File: src/rtl/ps2_pkg.sv
// ps2_pkg: shared PS/2 state encoding and keyboard command/response bytes.
package ps2_pkg;
  typedef enum logic [2:0] {
    IDLE      = 3'd0,
    INHIBIT   = 3'd1,
    REQ       = 3'd2,
    DATA      = 3'd3,
    ACK       = 3'd4,
    WAIT_IDLE = 3'd5
  } ps2_tx_state_t;
  localparam logic [7:0] PS2_CMD_SET_LED = 8'hED;
  localparam logic [7:0] PS2_CMD_ECHO    = 8'hEE;
  localparam logic [7:0] PS2_CMD_RESET   = 8'hFF;
  localparam logic [7:0] PS2_CMD_ENABLE  = 8'hF4;
  localparam logic [7:0] PS2_RSP_ACK     = 8'hFA;
  localparam logic [7:0] PS2_RSP_RESEND  = 8'hFE;
endpackage

File: src/rtl/ps2_sync_edge.sv
// ps2_sync_edge: 3-flop synchronizer for a PS/2 line plus one-cycle falling-edge strobe.
module ps2_sync_edge (
  input  logic clk,
  input  logic clrn,
  input  logic d,
  output logic level,
  output logic fall
);
  logic [2:0] s;
  // idle PS/2 lines are high, so reset to 1 to avoid a false edge after reset
  always_ff @(posedge clk or negedge clrn)
    if (!clrn) s <= 3'b111;
    else s <= {s[1:0], d};
  assign level = s[1];
  assign fall  = s[2] & ~s[1];
endmodule

File: src/rtl/ps2_host_tx.sv
// ps2_host_tx: host-to-device PS/2 byte transmitter driving open-drain lines via output enables.
// Optional watchdog: define PS2_TX_TIMEOUT_EN.
module ps2_host_tx import ps2_pkg::*; #(
  parameter int INHIBIT_CYCLES = 5000,
  parameter int TIMEOUT_CYCLES = 1000000
) (
  input  logic       clk,
  input  logic       clrn,
  input  logic       ps2_clk_in,
  input  logic       ps2_data_in,
  output logic       ps2_clk_oe,
  output logic       ps2_data_oe,
  input  logic [7:0] tx_data,
  input  logic       tx_valid,
  output logic       tx_ready,
  output logic       done,
  output logic       ack_err,
  output logic       busy_rx_inhibit
);
  localparam int CW = $clog2(INHIBIT_CYCLES);
  localparam logic [CW-1:0] INH_LAST = CW'(INHIBIT_CYCLES - 1);
  ps2_tx_state_t state;
  logic [CW-1:0] cnt;
  logic [9:0] shreg;
  logic [3:0] bitcnt;
  logic dreg, clk_lvl, clk_fall, data_lvl, unused_data_fall, wd_hit;
  ps2_sync_edge u_clk_sync (.clk(clk), .clrn(clrn), .d(ps2_clk_in), .level(clk_lvl), .fall(clk_fall));
  ps2_sync_edge u_data_sync (.clk(clk), .clrn(clrn), .d(ps2_data_in), .level(data_lvl), .fall(unused_data_fall));
`ifdef PS2_TX_TIMEOUT_EN
  localparam int WW = $clog2(TIMEOUT_CYCLES + 1);
  localparam logic [WW-1:0] TO_LAST = WW'(TIMEOUT_CYCLES - 1);
  logic [WW-1:0] wd;
  always_ff @(posedge clk or negedge clrn)
    if (!clrn) wd <= '0;
    else wd <= (state == IDLE || state == INHIBIT || clk_fall || wd_hit) ? '0 : wd + 1'b1;
  assign wd_hit = wd == TO_LAST;
`else
  // watchdog compiled out: a silent device stalls in REQ until clrn
  assign wd_hit = TIMEOUT_CYCLES < 0;
`endif
  // The fall that ends REQ already presents bit 0, so a device clocking 11 edges sees 8 data, parity, stop, ACK.
  always_ff @(posedge clk or negedge clrn)
    if (!clrn) begin
      state   <= IDLE;
      cnt     <= '0;
      shreg   <= '0;
      bitcnt  <= '0;
      dreg    <= 1'b0;
      done    <= 1'b0;
      ack_err <= 1'b0;
    end else begin
      done <= 1'b0;
      case (state)
        IDLE:
          if (tx_valid && tx_ready) begin
            shreg   <= {1'b1, ~^tx_data, tx_data};
            cnt     <= '0;
            bitcnt  <= '0;
            ack_err <= 1'b0;
            state   <= INHIBIT;
          end
        INHIBIT:
          if (cnt == INH_LAST) state <= REQ;
          else cnt <= cnt + 1'b1;
        REQ, DATA:
          if (clk_fall) begin
            dreg   <= ~shreg[bitcnt];
            bitcnt <= bitcnt + 4'd1;
            state  <= bitcnt == 4'd9 ? ACK : DATA;
          end
        ACK:
          if (clk_fall) begin
            ack_err <= data_lvl;
            state   <= WAIT_IDLE;
          end
        WAIT_IDLE:
          if (clk_lvl && data_lvl) begin
            state <= IDLE;
            done  <= 1'b1;
          end
        default: state <= IDLE;
      endcase
      if (wd_hit) begin
        state   <= IDLE;
        dreg    <= 1'b0;
        done    <= 1'b1;
        ack_err <= 1'b1;
      end
    end
  assign tx_ready        = state == IDLE && !done;
  assign busy_rx_inhibit = state != IDLE;
  assign ps2_clk_oe      = state == INHIBIT;
  assign ps2_data_oe     = (state == INHIBIT && cnt == INH_LAST) || state == REQ || (state == DATA && dreg);
endmodule
File: config.mk
export PLATFORM = sky130hd
export DESIGN_NAME = ps2_host_tx
export DESIGN_NICKNAME = d
export VERILOG_FILES = /design/src/rtl/ps2_pkg.sv /design/src/rtl/ps2_sync_edge.sv /design/src/rtl/ps2_host_tx.sv
export SDC_FILE = /design/constraint.sdc
export NUM_CORES = 1
export LEC_CHECK = 0
export BUFFER_PORTS_ARGS = -buffer_cell sky130_fd_sc_hd__buf_2
export CAP_MARGIN = 20
export CORE_ASPECT_RATIO = 0.8
export CORE_MARGIN = 2
export CORE_UTILIZATION = 55
export CTS_CLUSTER_SIZE = 24
export DETAILED_ROUTE_END_ITERATION = 8
export PLACE_DENSITY_LB_ADDON = 0.12
export SLEW_MARGIN = 0
export SYNTH_ARGS = -nofsm -noshare
export SYNTH_HDL_FRONTEND = slang
export SYNTH_HIERARCHICAL = 1
export SYNTH_SLANG_ARGS = --single-unit
File: constraint.sdc
create_clock -name clk -period 5.1 [get_ports clk]
set_input_delay 1.02 -clock clk [delete_from_list [all_inputs] [get_ports clk]]
set_output_delay 1.02 -clock clk [all_outputs]
set_load 0.02 [all_outputs]
* After elaboration in Yosys (flattened, before gate mapping)
Cells that the tools add are included.
** Storage, ports and cells
- Input port bits :: 13
- Register bits :: 38
- Output and inout bits :: 6
- Word-level logic and storage cells :: 69
** Operators by class
- Multiplexer cells :: 20
- Bitwise logic cells :: 3
- Add/subtract/negate cells :: 2
- Reduce and logical (&&, ||, !) cells :: 21
- Eq/ne operators :: 13
- Magnitude comparators :: 1
** Operators by type and width (number)
- two-way mux 13 bit :: 2
- case mux 13 bit (2 select lines) :: 1
- two-way mux 3 bit :: 6
- case mux 3 bit (5 select lines) :: 1
- adder 13 x 1 -> 13 bit (second input constant) :: 1
- equality test 13 bit (second input constant) :: 1
- inequality test 2 bit (second input constant) :: 5
- AND reduction 3 bit :: 3
- two-way mux 4 bit :: 2
- case mux 4 bit (2 select lines) :: 1
- XNOR reduction 8 bit :: 1
- equality test 3 x 2 -> 1 bit (second input constant) :: 2
- equality test 3 bit (second input constant) :: 2
- nonzero test 2 bit :: 3
- logical AND 1 bit :: 5
- less-than comparator 4 x 5 -> 1 bit (second input constant) :: 1
- two-way mux 1 bit :: 5
- AND reduction 5 bit :: 1
- adder 4 x 1 -> 4 bit (second input constant) :: 1
- binary-select mux 1 bit (select 4 bit) :: 1
- equality test 4 bit (second input constant) :: 1
- AND reduction 2 bit :: 2
- equality test 3 x 1 -> 1 bit (second input constant) :: 1
- zero test 3 bit :: 1
- other kinds (8) :: 10

* Logic depth before layout (Yosys ltp)
- Word-level depth :: 5
- Mapped depth :: 8
- Depth with buffers taken out :: 7

* Hierarchy
The synthesis kept the hierarchy.
** Modules (own cells, without submodules)
- ps2_host_tx :: cells an instance 178, sequential area each 825.8 um2, area an instance 1780.5 um2, times used 1
- ps2_sync_edge :: cells an instance 4, sequential area each 78.8 um2, area an instance 92.6 um2, times used 2

* Worst setup path after synthesis
OpenSTA, ideal clock, no wires.
- Kind :: register -> output
- Start point :: register cnt[0]
- End point :: output ps2_data_oe
- Setup slack :: 2.475 ns
- Path buffers :: 0
- Arrival time :: 1.605 ns
- Stages on the path, launching flop included :: 6
- Required time :: 4.080 ns
- Path through :: dfrtp_1 -> ha_1 -> and4_1 -> nand3_1 -> or3_1 -> a21oi_1
** Between the ends
- Word-level cells in the longest chain between the ends :: 4
** Ends and longest elaborated chain
- from (decl) :: RTL line ps2_host_tx.sv:23 : logic [CW-1:0] cnt;
- from (signal assigned) :: RTL line ps2_host_tx.sv:64 : else cnt <= cnt + 1'b1;
- equality test 13 bit :: RTL line ps2_host_tx.sv:93 : assign ps2_data_oe = (state == INHIBIT && cnt == INH_LAST) || state == REQ || (state == DATA && dreg);
- logical AND 1 bit :: RTL line ps2_host_tx.sv:93
- logical OR 1 bit (2 in a row) :: RTL line ps2_host_tx.sv:93
- to (decl) :: RTL line ps2_host_tx.sv:12 : output logic ps2_data_oe,
No other way between the ends.

* Worst setup path in the final report
Ends and elaborated chain as after synthesis.

==> results.txt <==
----------------------------------------------------
[CTS]
  Worst skew pair latency ... 0.28 ns
  TritonCTS sink count ... 38
  # Post-CTS Setup Buffers ... 0
  Max Buffers Root-to-Sink ... 2
  Post-CTS Hold Buffers ... 0
  Clock tree from TritonCTS ... done
  Root buffer cell ... sky130_fd_sc_hd__clkbuf_8
  Clock transition at the registers of the reported paths ... 0.07 ns
  # resized after CTS ... 0
  CTS H-tree lvls ... 2
  Number of buffers added by the clock tree synthesis step ... 5

[Critical path]
  Register-to-register setup slack ... 3.16 ns
  Required time worst endpoint ... 4.08 ns
  Critical Path Sink Type ... output pin
  Worst setup path startpoint ... cnt[0]
  Slowest cell on the critical path ... sky130_fd_sc_hd__dfrtp_1
  Depth of the worst register-to-register path ... 5
  CP delay by family, top ... simple AND/OR/NAND/NOR gates
  Start of the worst register-to-register path ... state[2]
  Maximum cell stage delay along the critical path ... 0.38 ns
  Crit path buf inv count ... 1
  Biggest fanout along the worst timing path ... 6
  Chain of cells forming the critical path ... ha_1 -> and4_1 -> nand3_1 -> or3_1 -> a21oi_1 -> buf_2
  Crit path DAT ... 2.00 ns
  Terminus of the critical flop-to-flop path ... cnt[8]
  Startpoint type of the worst setup path ... register
  Crit path kind ... reg2out

[Timing]
  Fin Setup TNS ... 0 ns
  Final hold slack ... 0.360 ns
  Fin. max-slew vios ... 0
  Setup violations, final ... 0
  Unrepaired setup endpoints after global routing ... false
  Final worst-path setup slack ... 2.08 ns
  Post-route clock skew ... 0.00426 ns
  Highest Clock Rate ... 0.331 GHz
  Final hold vios ... 0
  Relative slew margins ... 44.9%
  Fin crit period ... 3.02 ns
  Tcrit/Tclk final ... 59.3%
  Worst Tran Pin Value ... 0.827 ns

[GRT]
  Wire length of the first global-routing pass ... 6.35 mm
  Pin count of the biggest net entering global routing ... 39
  Sum of overflow across all layers after global routing ... 0
  Global-route usage over all layers ... 20.3%
  Number of antenna violations at the first check in global routing ... 0
  Via count of the first global-routing pass ... 1391

[Floorplan]
  Number of cell rows ... 19
  Height of the die ... 56.9 um
  Floorplan Core Area ... 0.00340 mm^2
  Die W ... 70.2 um
  Count of boundary I/O pins ... 19
  Die Area ... 0.00399 mm^2
  Initial Util ... 56.6%

[Cells and area]
  Area used by sequential logic in the layout ... 957 um^2
  Post-Route Utilization ... 62.4%
  Share of final-layout standard cells stronger than drive strength 1 ... 22.9%
  Highest-count cells in the layout ignoring fill and taps ... sky130_fd_sc_hd__dfrtp_1, sky130_fd_sc_hd__o21ai_0, sky130_fd_sc_hd__nand2_1, sky130_fd_sc_hd__buf_2, sky130_fd_sc_hd__nand3_1
  Most common cell after layout, fill and taps aside ... sky130_fd_sc_hd__dfrtp_1
  Synthesis-to-finish area growth ... 10.1%
  Filler cell count ... 280
  Layout Cell Area excl Fill ... 0.00212 mm^2
  Inserted Diodes ... 0
  Multi-input combinational cell area ... 915 um^2
  Final net count ... 220

[Min path]
  Min-Delay Path Depth ... 0
  Worst hold-check path type ... reg2reg
  Source of the worst hold timing path ... u_clk_sync/s[0]
  End of the worst hold path ... u_clk_sync/s[1]

[Placed design]
  Cell area after placement ... 0.00203 mm^2
  GPL Wtd Cong ... 0.847
  Setup slack after placement ... 2.40 ns
  Count of input and output buffers ... 18
  Post-DP HPWL ... 2.54 mm

[Logic synthesis]
  Post-synthesis instance area ... 0.00193 mm^2
  Synthesis warning total ... 6
  Avg Synthesized Cell Area ... 10.5 um^2
  Synth Net Count ... 200
  Number of instances in the synthesized netlist ... 184

[Route]
  Detailed router's first-iteration violation count ... 69
  Avg Vias per Cell ... 6.02
  WL final ... 3.61 mm
  DRC violations left ... 0
  Via count ... 1487
  Pre-antenna DRT Iters ... 4
  Wire length per cell after detailed routing ... 14.6 um
  Remaining antenna violation count ... 0

[Status]
  Result of the run ... finished, final reports clean

[Power and ir drop]
  IR drop worst, VDD ... 0.243 mV
  Total leakage power ... 0.912 nW
  PD cells ... 440 mW/mm^2

[Run]
  Max cap viols ... 0

----------------------------------------------------
==> how the worst max path moves through the flow <==
stage	depth (start not counted)	endpoint
final	6	ps2_data_oe
after floorplan	5	ps2_data_oe
after detailed placement	5	ps2_data_oe
after CTS	6	ps2_data_oe
after global placement	5	ps2_data_oe
after global routing	5	ps2_data_oe
==> sequential cells by signal, indices dropped and copies added, names as in the netlist <==
register / cells
ack_err: 1
shreg: 10
u_data_sync/s: 2
done: 1
state: 3
cnt: 13
bitcnt: 4
dreg: 1
u_clk_sync/s: 3
==> metrics by stage <==
step                      total power, mW  std cells
final                               0.933        247
after global routing                 1.00        247
after CTS                           0.940        247
after detailed placement            0.731        239
after global placement              0.716        239
after floorplan                     0.667        184
==> layout make-up <==
cell class	count	share of cell area, %
repair buffers	18	4.25
flip-flops and latches	38	45.1
well taps	42	2.48
inverters	4	0.708
multi-input cells	137	43.1
clock inverters	1	0.236
clock buffers	7	4.07
==> worst register-to-register path: cells and delay by family, from the launching register on <==
kind	cells	cell delay, ns
AO/OA/AOI/OAI	3	0.76
AND/OR/NAND/NOR	2	0.59
flip-flops	1	0.48
==> power by group <==
part	switching (mW)	total, mW	internal, mW
Combinational	0.114	0.240	0.126
Sequential	0.0897	0.485	0.395
Clock	0.0996	0.209	0.109
Total	0.303	0.933	0.630
==> metal layers <==
metal | routed length, um | global-route usage, %
met1 | 1810 | 29.3
met2 | 1610 | 30.7
met3 | 160 | 4.49
met4 | 31 | 6.59
met5 | 0 | 0
(Power assumes the default switching activity.)
